[src/rtl/vmu_pkg.sv]
// ---------------------------------------------------------------------------
// vmu_pkg
// Shared types and constants for the vector memory unit (vec_mem_unit).
//   - vmu_state_e : sequencer states IDLE / ISSUE / DRAIN / DONE
//   - LANE_IDX_W, VL_W, ELEM_BYTES : widths for the default 8-lane, 32-bit build
//   - vmuLaneIdxW / vmuVlW / vmuElemBytes : the same quantities for any
//     parameterisation, used by modules that take LANES / DATA_WIDTH parameters
// No ports (package).
// ---------------------------------------------------------------------------
package vmu_pkg;

    typedef enum logic [1:0] {
        IDLE  = 2'd0,
        ISSUE = 2'd1,
        DRAIN = 2'd2,
        DONE  = 2'd3
    } vmu_state_e;

    localparam int VMU_LANES_DEFAULT = 8;
    localparam int LANE_IDX_W        = $clog2(VMU_LANES_DEFAULT);
    localparam int VL_W              = $clog2(VMU_LANES_DEFAULT + 1);
    localparam int ELEM_BYTES        = 32 / 8;

    // A single-lane build still needs a one-bit lane index.
    function automatic int vmuLaneIdxW(input int lanes);
        return (lanes > 1) ? $clog2(lanes) : 1;
    endfunction

    function automatic int vmuVlW(input int lanes);
        return $clog2(lanes + 1);
    endfunction

    function automatic int vmuElemBytes(input int dataWidth);
        return dataWidth / 8;
    endfunction

endpackage

[src/rtl/vmu_addr_gen.sv]
// ---------------------------------------------------------------------------
// vmu_addr_gen
// Element address generator for vec_mem_unit: a loadable address accumulator
// plus an element counter.
// Ports:
//   clk_in     in   clock
//   rst_in     in   asynchronous active-high reset
//   i_load     in   start a new request: accumulator <= i_base, counter <= 0
//   i_base     in   base byte address
//   i_step     in   byte step added per element (two's complement)
//   i_advance  in   current element has been issued, move to the next one
//   i_vl       in   element count of the current request
//   o_addr     out  byte address of the current element
//   o_idx      out  index of the current element
//   o_done     out  every element of the request has been issued
// ---------------------------------------------------------------------------
module vmu_addr_gen #(
    parameter int ADDR_WIDTH = 32,
    parameter int VL_W       = 4
) (
    input  logic                  clk_in,
    input  logic                  rst_in,
    input  logic                  i_load,
    input  logic [ADDR_WIDTH-1:0] i_base,
    input  logic [ADDR_WIDTH-1:0] i_step,
    input  logic                  i_advance,
    input  logic [VL_W-1:0]       i_vl,
    output logic [ADDR_WIDTH-1:0] o_addr,
    output logic [VL_W-1:0]       o_idx,
    output logic                  o_done
);

    logic [ADDR_WIDTH-1:0] r_acc;
    logic [VL_W-1:0]       r_cnt;

    // Full-width modular add: a negative step wraps downwards, truncation to
    // the ram width happens at the consumer.
    always_ff @(posedge clk_in or posedge rst_in) begin
        if (rst_in) begin
            r_acc <= '0;
            r_cnt <= '0;
        end else if (i_load) begin
            r_acc <= i_base;
            r_cnt <= '0;
        end else if (i_advance) begin
            r_acc <= r_acc + i_step;
            r_cnt <= r_cnt + VL_W'(1);
        end
    end

    assign o_addr = r_acc;
    assign o_idx  = r_cnt;
    assign o_done = (r_cnt == i_vl);

endmodule

[src/rtl/vec_mem_unit.sv]
// ---------------------------------------------------------------------------
// vec_mem_unit
// Vector load/store engine between the cpu data path and port B of a
// single-port synchronous ram (one cycle read latency). One request of up to
// LANES elements is accepted at a time; one element is issued per cycle and
// the lanes are gathered (load) or scattered (store).
// Optional feature macro: VMU_STRIDE_EN -- when defined, req_stride sets the
// byte step between elements; otherwise the step is DATA_WIDTH/8.
// Ports:
//   clk_in      in   clock, all state on rising edge
//   rst_in      in   asynchronous active-high reset
//   req_valid   in   request present
//   req_ready   out  high only while idle
//   req_we      in   1 = store, 0 = load
//   req_addr    in   base byte address
//   req_stride  in   signed byte stride (VMU_STRIDE_EN builds only)
//   req_vl      in   element count, clamped to LANES
//   req_wdata   in   store data, lane i at [i*DATA_WIDTH +: DATA_WIDTH]
//   resp_valid  out  completion, held until resp_ready
//   resp_ready  in   completion accepted
//   resp_rdata  out  load data, zero for stores and for lanes >= vl
//   ram_we      out  ram write enable
//   ram_addr    out  ram address (element byte address, truncated)
//   ram_din     out  ram write data
//   ram_dout    in   ram read data, valid the cycle after the address
// ---------------------------------------------------------------------------
module vec_mem_unit
    import vmu_pkg::*;
#(
    parameter int ADDR_WIDTH     = 32,
    parameter int DATA_WIDTH     = 32,
    parameter int LANES          = 8,
    parameter int RAM_ADDR_WIDTH = 17
) (
    input  logic                          clk_in,
    input  logic                          rst_in,
    input  logic                          req_valid,
    output logic                          req_ready,
    input  logic                          req_we,
    input  logic [ADDR_WIDTH-1:0]         req_addr,
    input  logic [ADDR_WIDTH-1:0]         req_stride,
    input  logic [$clog2(LANES+1)-1:0]    req_vl,
    input  logic [LANES*DATA_WIDTH-1:0]   req_wdata,
    output logic                          resp_valid,
    input  logic                          resp_ready,
    output logic [LANES*DATA_WIDTH-1:0]   resp_rdata,
    output logic                          ram_we,
    output logic [RAM_ADDR_WIDTH-1:0]     ram_addr,
    output logic [DATA_WIDTH-1:0]         ram_din,
    input  logic [DATA_WIDTH-1:0]         ram_dout
);

    localparam int L_LANE_IDX_W = vmuLaneIdxW(LANES);
    localparam int L_VL_W       = vmuVlW(LANES);
    localparam int L_ELEM_BYTES = vmuElemBytes(DATA_WIDTH);

    vmu_state_e                        r_state;
    logic                              r_reqReady;
    logic                              r_respValid;
    logic                              r_we;
    logic [L_VL_W-1:0]                 r_vl;
    logic [LANES-1:0][DATA_WIDTH-1:0]  r_wdata;
    logic [LANES-1:0][DATA_WIDTH-1:0]  r_rdata;
    logic                              r_ramWe;
    logic [RAM_ADDR_WIDTH-1:0]         r_ramAddr;
    logic [DATA_WIDTH-1:0]             r_ramDin;
    logic                              r_rdPend;
    logic [L_LANE_IDX_W-1:0]           r_rdLane;
    logic                              r_capValid;
    logic [L_LANE_IDX_W-1:0]           r_capLane;

    logic                              w_accept;
    logic [L_VL_W-1:0]                 w_vlClamped;
    logic [ADDR_WIDTH-1:0]             w_step;
    logic [ADDR_WIDTH-1:0]             w_elemAddr;
    logic [L_VL_W-1:0]                 w_idx;
    logic [L_LANE_IDX_W-1:0]           w_lane;
    logic                              w_genDone;
    logic                              w_genAdvance;
    logic                              w_unusedBits;

`ifdef VMU_STRIDE_EN
    logic [ADDR_WIDTH-1:0]             r_stride;

    always_ff @(posedge clk_in or posedge rst_in) begin
        if (rst_in) begin
            r_stride <= '0;
        end else if (w_accept) begin
            r_stride <= req_stride;
        end
    end

    assign w_step       = r_stride;
    assign w_unusedBits = ^{w_elemAddr, w_idx};
`else
    assign w_step       = ADDR_WIDTH'(L_ELEM_BYTES);
    assign w_unusedBits = ^{w_elemAddr, w_idx, req_stride};
`endif

    assign w_accept     = req_valid && r_reqReady;
    assign w_vlClamped  = (req_vl > L_VL_W'(LANES)) ? L_VL_W'(LANES) : req_vl;
    assign w_genAdvance = (r_state == ISSUE) && !w_genDone;
    assign w_lane       = w_idx[L_LANE_IDX_W-1:0];

    vmu_addr_gen #(
        .ADDR_WIDTH (ADDR_WIDTH),
        .VL_W       (L_VL_W)
    ) u_addrGen (
        .clk_in    (clk_in),
        .rst_in    (rst_in),
        .i_load    (w_accept),
        .i_base    (req_addr),
        .i_step    (w_step),
        .i_advance (w_genAdvance),
        .i_vl      (r_vl),
        .o_addr    (w_elemAddr),
        .o_idx     (w_idx),
        .o_done    (w_genDone)
    );

    // Sequencer. The element registered onto the ram port at edge k is
    // written/read by the ram at edge k+1, and read data is captured into its
    // lane at edge k+2 via the rdPend -> capValid pipeline. ISSUE stays one
    // cycle past the last element so a store's final write has landed before
    // resp_valid rises; DRAIN waits for the last load word.
    always_ff @(posedge clk_in or posedge rst_in) begin
        if (rst_in) begin
            r_state     <= IDLE;
            r_reqReady  <= 1'b1;
            r_respValid <= 1'b0;
            r_we        <= 1'b0;
            r_vl        <= '0;
            r_wdata     <= '0;
            r_rdata     <= '0;
            r_ramWe     <= 1'b0;
            r_ramAddr   <= '0;
            r_ramDin    <= '0;
            r_rdPend    <= 1'b0;
            r_rdLane    <= '0;
            r_capValid  <= 1'b0;
            r_capLane   <= '0;
        end else begin
            r_ramWe    <= 1'b0;
            r_rdPend   <= 1'b0;
            r_capValid <= r_rdPend;
            r_capLane  <= r_rdLane;

            if (r_capValid) begin
                r_rdata[r_capLane] <= ram_dout;
            end

            case (r_state)
                IDLE: begin
                    if (w_accept) begin
                        r_reqReady <= 1'b0;
                        r_we       <= req_we;
                        r_vl       <= w_vlClamped;
                        r_wdata    <= req_wdata;
                        r_rdata    <= '0;
                        r_state    <= (w_vlClamped == '0) ? DONE : ISSUE;
                    end
                end

                ISSUE: begin
                    if (!w_genDone) begin
                        r_ramWe   <= r_we;
                        r_ramAddr <= w_elemAddr[RAM_ADDR_WIDTH-1:0];
                        if (r_we) begin
                            r_ramDin <= r_wdata[w_lane];
                        end
                        r_rdPend  <= !r_we;
                        r_rdLane  <= w_lane;
                    end else if (r_we) begin
                        r_state     <= DONE;
                        r_respValid <= 1'b1;
                    end else begin
                        r_state <= DRAIN;
                    end
                end

                DRAIN: begin
                    r_state     <= DONE;
                    r_respValid <= 1'b1;
                end

                // Entered with resp_valid already set after real traffic; an
                // empty request arrives here straight from IDLE and raises it
                // one cycle later.
                DONE: begin
                    r_respValid <= 1'b1;
                    if (r_respValid && resp_ready) begin
                        r_state     <= IDLE;
                        r_respValid <= 1'b0;
                        r_reqReady  <= 1'b1;
                    end
                end

                default: begin
                    r_state <= IDLE;
                end
            endcase
        end
    end

    assign req_ready  = r_reqReady;
    assign resp_valid = r_respValid;
    assign resp_rdata = r_rdata;
    assign ram_we     = r_ramWe;
    assign ram_addr   = r_ramAddr;
    assign ram_din    = r_ramDin;

endmodule

[config.mk]
export PLATFORM = sky130hd
export DESIGN_NAME = vec_mem_unit
export DESIGN_NICKNAME = d
export VERILOG_FILES = /design/src/rtl/vmu_pkg.sv /design/src/rtl/vmu_addr_gen.sv /design/src/rtl/vec_mem_unit.sv
export SDC_FILE = /design/constraint.sdc
export NUM_CORES = 2
export LEC_CHECK = 0
export BUFFER_PORTS_ARGS = -buffer_cell sky130_fd_sc_hd__buf_2
export CAP_MARGIN = 20
export CORE_AREA = 2 2 263 265
export DETAILED_ROUTE_END_ITERATION = 6
export DIE_AREA = 0 0 265 267
export PLACE_DENSITY = 0.63
export SYNTH_ARGS = -nofsm -noshare
export SYNTH_HDL_FRONTEND = slang
export SYNTH_SLANG_ARGS = --single-unit
[constraint.sdc]
create_clock -name clk_in -period 38.8 [get_ports clk_in]
set_input_delay 1.94 -clock clk_in [delete_from_list [all_inputs] [get_ports clk_in]]
set_output_delay 1.94 -clock clk_in [all_outputs]
set_load 0.01 [all_outputs]
# After elaboration in Yosys (flattened, before gate mapping)
# Index checks and enable logic that the tools add are counted.
# word_totals
register_bits,615
latchBits,0
ram_bits,0
romBits,0
inputBits,361
output_inout_bits,308
elab_cells,92
n_memories,0
# op_classes
add_sub_neg,2
mul,0
n_div,0
n_lt_le_gt_ge,4
n_eq_ne,8
shift,0
muxes,30
bitwise,1
reduce_logical,17
# ops
op,n
256-bit 2-to-1 mux,3
256-bit bitwise mux,1
32-bit 2-to-1 mux,4
32-bit binary-select mux with 3-bit select,1
32-bit demux with 3-bit select,1
"32-bit by 3-bit adder with 32-bit output, second input constant",1
4-bit 2-to-1 mux,3
3-bit AND reduction,4
1-bit 2-to-1 mux,10
"3-bit by 4-bit < comparator with 1-bit output, second input constant",2
2-bit 2-to-1 mux,4
2-bit case mux with 4 select lines,1
"2-bit inequality test, second input constant",3
"4-bit by 1-bit adder with 4-bit output, second input constant",1
"2-bit == test, second input constant",2
4-bit == test,1
"4-bit > comparator, second input constant",1
1-bit logical AND,4
4-bit zero test,1
2-bit AND reduction,2
2-bit nonzero test,2
"3-bit by 1-bit greater-or-equal comparator with 1-bit output, second input constant",1
1-bit case mux with 3 select lines,1
3-bit nonzero test,1
other kinds (6),7

# Longest topological paths before layout
# logic_depth
depth_word,8
mapped_depth,9
ltp_nobuf,6

# Hierarchy
# A second synthesis with hierarchy kept.
# unflattened
cells_unflattened,3136
area_unflattened_um2,28220.8
# modules_own_cells
mod,instances,cells_per_inst,area_each_um2,seq_area_each_um2
vec_mem_unit,1,2720,24707.4,14490.1
vmu_addr_gen,1,416,3513.4,900.9

# Worst setup path before layout
# OpenSTA, ideal clock, no wires.
# synth_timing
kind,input to register
startpoint,in req_valid
endpoint,reg r_vl[3]
setup_time_ps,65
t_arrival_ps,3056
required_time_ps,38735
setup_slack_ps,35679
path_stages,7
n_path_buf,3
path_cell_list,and2_1 clkbuf_1 nand2_1 clkbuf_1 clkbuf_1 nand2_1 nand2_1
# synth_between
elab_chain_len,2
# synth_lines
element,line_no,rtl
start: declaration,vec_mem_unit.sv:37,"input logic req_valid,"
1-bit logical AND,vec_mem_unit.sv:100,assign w_accept = req_valid && r_reqReady;
2-bit AND reduction (no line),--,
end signal: assignment,vec_mem_unit.sv:157,r_vl <= w_vlClamped;
end: declaration,vec_mem_unit.sv:61,logic [L_VL_W-1:0] r_vl;
# No other way between the ends.
# A chain may end at the register's enable or synchronous reset.

# Final worst setup path
# layout_timing
startpoint,in req_valid
endpoint,reg r_wdata[186] (netlist bit)
# layout_between
elab_chain_len,2
# layout_lines
element,line_no,rtl
1-bit logical AND,vec_mem_unit.sv:100,
2-bit AND reduction (no line),--,
end signal: assignment,vec_mem_unit.sv:158,r_wdata <= req_wdata;
end: declaration,vec_mem_unit.sv:62,logic [LANES-1:0][DATA_WIDTH-1:0] r_wdata;
# No other way between the ends.

==> impl_metrics.json <==
{
  "outcome": "finished clean",
  "grt_pass1_vias": 20600,
  "intPower_uw": 1530,
  "cp_slowest_cell": "buf_4",
  "critPathBufInv": 4,
  "wl_per_cell_um": 19.8,
  "grt_max_degree": 169,
  "power.total_uw": 2380,
  "pwr-share-seq_pct": 41.8,
  "final.setup_skew_ns": 0.0270,
  "die_area_sq_mm": 0.0708,
  "synth_cell_type_count": 42,
  "vdd_ir_drop_max_v": 0.0000349,
  "comb_power_share_pct": 31.2,
  "num_vias": 21200,
  "syn_avg_cell_area_sq_um": 9.23,
  "finalMaxSlewViolations": 0,
  "dp.final_hpwl_um": 56100,
  "io_pins": 669,
  "fp.dieW_um": 265,
  "critPathMaxStageDelay_ns": 0.92,
  "min_period_over_period_pct": 13.6,
  "gp_congestion": 0.836,
  "dpl_cell_area_sq_mm": 0.0290,
  "antenna_left": 0,
  "areaGrowthSynthToFinish_pct": 23.4,
  "post_cts_resized": 0,
  "clock_path_buffers": 3,
  "leakagePower_uw": 0.0159,
  "async_reset_ff_share_pct": 100,
  "layout.cells.non_filler": 4204,
  "initial_core_util_pct": 37.3,
  "crit_type": "in -> reg",
  "drt-total-wl_um": 83400,
  "grt_overflow": 0,
  "first_iter_violations": 1737,
  "switching_share_pct": 35.8,
  "design_area_sq_mm": 0.0313,
  "fin_setup_tns_ns": 0,
  "post-cts-setup-buffer-count": 0,
  "synth_ff_type": "dfrtp_1",
  "cp.required_ns": 39.31,
  "startpoint_type": "input port",
  "fmax_mhz": 189,
  "clockPowerShare_pct": 26.9,
  "cp_top_family": "buffers and inverters",
  "p_per_area_mw_per_mm2": 76.1,
  "worstMarginPinSlew_ns": 1.06,
  "cts_buffers": 67,
  "fin_crit_ns": 5.29,
  "rows": 96,
  "critPathMaxFanout": 103,
  "cp_common_cell": "buf_4",
  "power_switching_uw": 851,
  "maxSlewHeadroom_pct": 29.2,
  "clock_sinks": 600,
  "core_sq_mm": 0.0680,
  "multi_input_area_sq_mm": 0.00946,
  "grt_usage_pct": 23.2,
  "setup_viol": 0,
  "crit_chain": "buf_2 > and3_4 > buf_4 > buf_4 > buf_4 > nand2_1 > nand2_1",
  "ys_seq_area_share_pct": 59.3,
  "placed_cells": 4070,
  "hold_viol_final": 0,
  "clockRootBuffer": "clkbuf_16",
  "synth-edff-count": 0,
  "rsz0062_at_grt": "no",
  "die_y_um": 267,
  "clock_latency_ns": 0.59,
  "seq_area_sq_mm": 0.0150,
  "cts_tree": "built",
  "synth_seq_cells": 600,
  "port_buffers": 621,
  "fin_nets": 3623,
  "netlist_area_sq_mm": 0.0253,
  "hold_slack_ns": 0.353,
  "synth_nets": 3110,
  "maxCapViolCount": 0,
  "antenna_found_initial": 44,
  "grt_first_pass_wirelength_um": 125000,
  "first_pass_iters": 7,
  "ctsHoldBuffers": 0,
  "endpoint_kind": "register",
  "fill_cells": 6568,
  "worst-endpoint-arrival_ns": 5.79,
  "drive_gt1_share_pct": 25.5,
  "htreeDepth": 3,
  "synthCells": 2744,
  "yosys_warnings": 0,
  "clk_pin_slew_ns": 0.05,
  "post-route-drc-count": 0,
  "routed_via_density": 5.05,
  "hp-class": "reg -> reg"
}
-- cells in the mapped netlist, types with 3 or more instances --
cell type  number  share of area (%)
nand3_1        10               0.20
buf_1          13               0.19
xor2_1          4               0.14
nand4_1         4              0.099
nand2_1      1376                 20
buf_2          20               0.40
or4_1           9               0.27
nor2b_1         3              0.074
buf_4           8               0.24
ha_1            5               0.25
clkbuf_1      139                2.1
or3_1           4              0.099
inv_1           8               0.12
clkbuf_2       30               0.59
dfrtp_1       599                 59
o21ai_1         9               0.18
nor2_1         23               0.34
nand2b_1        3              0.074
o31ai_1         7               0.21
mux2i_1        33                1.3
a21oi_1       327                6.5
a31oi_1        13               0.32
xnor2_1         7               0.24
mux4_2         64                5.7
nand3b_1        3              0.089
-- placed cells by master, fill, tap and decap left out, types with 8 or more instances in the layout --
master / instances
buf_2: 621
clkbuf_16: 68
a31oi_1: 13
mux2i_1: 33
clkbuf_8: 16
a21oi_1: 327
nand2_1: 1374
clkbuf_1: 16
nand3_1: 10
nor2_1: 16
or4_1: 9
mux4_2: 64
buf_4: 32
dfrtp_1: 595
diode_2: 16
o21ai_1: 9
clkinv_2: 8
-- state kept, by name, indices dropped and copies added (netlist names), 3 cells and up --
signal and flops:
r_rdLane 3, r_wdata 256, u_addrGen.o_idx 4, ram_din 32
r_vl 4, r_capLane 3, ram_addr 17, u_addrGen.o_addr 17
resp_rdata 256
-- cell families after synthesis --
family                   synth area share [%]
multiplexers                             6.99
flip-flops                               59.3
XOR/XNOR                                0.380
AO/OA/AOI/OAI                            7.62
adder cells (fa/ha/maj)                 0.247
AND/OR/NAND/NOR                          21.9
buffers and inverters                    3.64
-- through the flow --
stage | util [%] | setup slack (ns)
finish | 46.0 | 33.51
global route | 46.0 | 33.24
CTS | 45.9 | 33.55
detailed placement | 42.7 | 32.94
global placement | 42.7 | 32.94
floorplan | - | 20.07
-- worst register-to-register path, stage by stage, from the launching register on --
cell and delay (ns):
dfrtp_1 0.41, inv_1 0.11, ha_1 0.37, and3_4 0.77, buf_4 0.76, buf_4 0.81, buf_4 0.97, nand2_1 0.38
nand2_1 0.12
-- metal layers --
| layer | wire [um] | track usage [%] |
|---|---|---|
| met1 | 32900 | 28.4 |
| met2 | 39700 | 38.2 |
| met3 | 7520 | 7.81 |
| met4 | 2920 | 8.51 |
| met5 | 377 | 0 |
-- final cells by class --
class	count	area share, %
multi-input combinational	1925	30.3
inverter	8	0.120
clock buffer	100	6.34
antenna	16	0.128
timing repair buffer	655	10.8
tap	882	3.53
sequential	600	48.1
clock inverter	18	0.740
-- power by group through the flow --
stage | sequential, uW | combinational [uW] | clock [uW]
after floorplan | 1010 | 455 | 0
after global placement | 996 | 738 | 0
after detailed placement | 1000 | 751 | 0
after CTS | 995 | 753 | 654
after global routing | 1020 | 829 | 680
final | 996 | 743 | 641
-- worst paths after layout --
path | startpoint | cells past startpoint | slack [ns] | to
worst max-delay path | req_valid | 7 | 33.51 | r_wdata[186]
worst min-delay path | r_rdPend | 0 | 0.35 | r_capValid
worst max register to register | r_state[0] | 8 | 34.02 | r_wdata[186]
min in group asynchronous | rst_in | 2 | 1.47 | u_addrGen.o_addr[11]
worst min register to register | r_rdPend | 0 | 0.35 | r_capValid
max in group asynchronous | rst_in | 4 | 35.11 | resp_rdata[108]
Power figures use the tool's default switching activity.
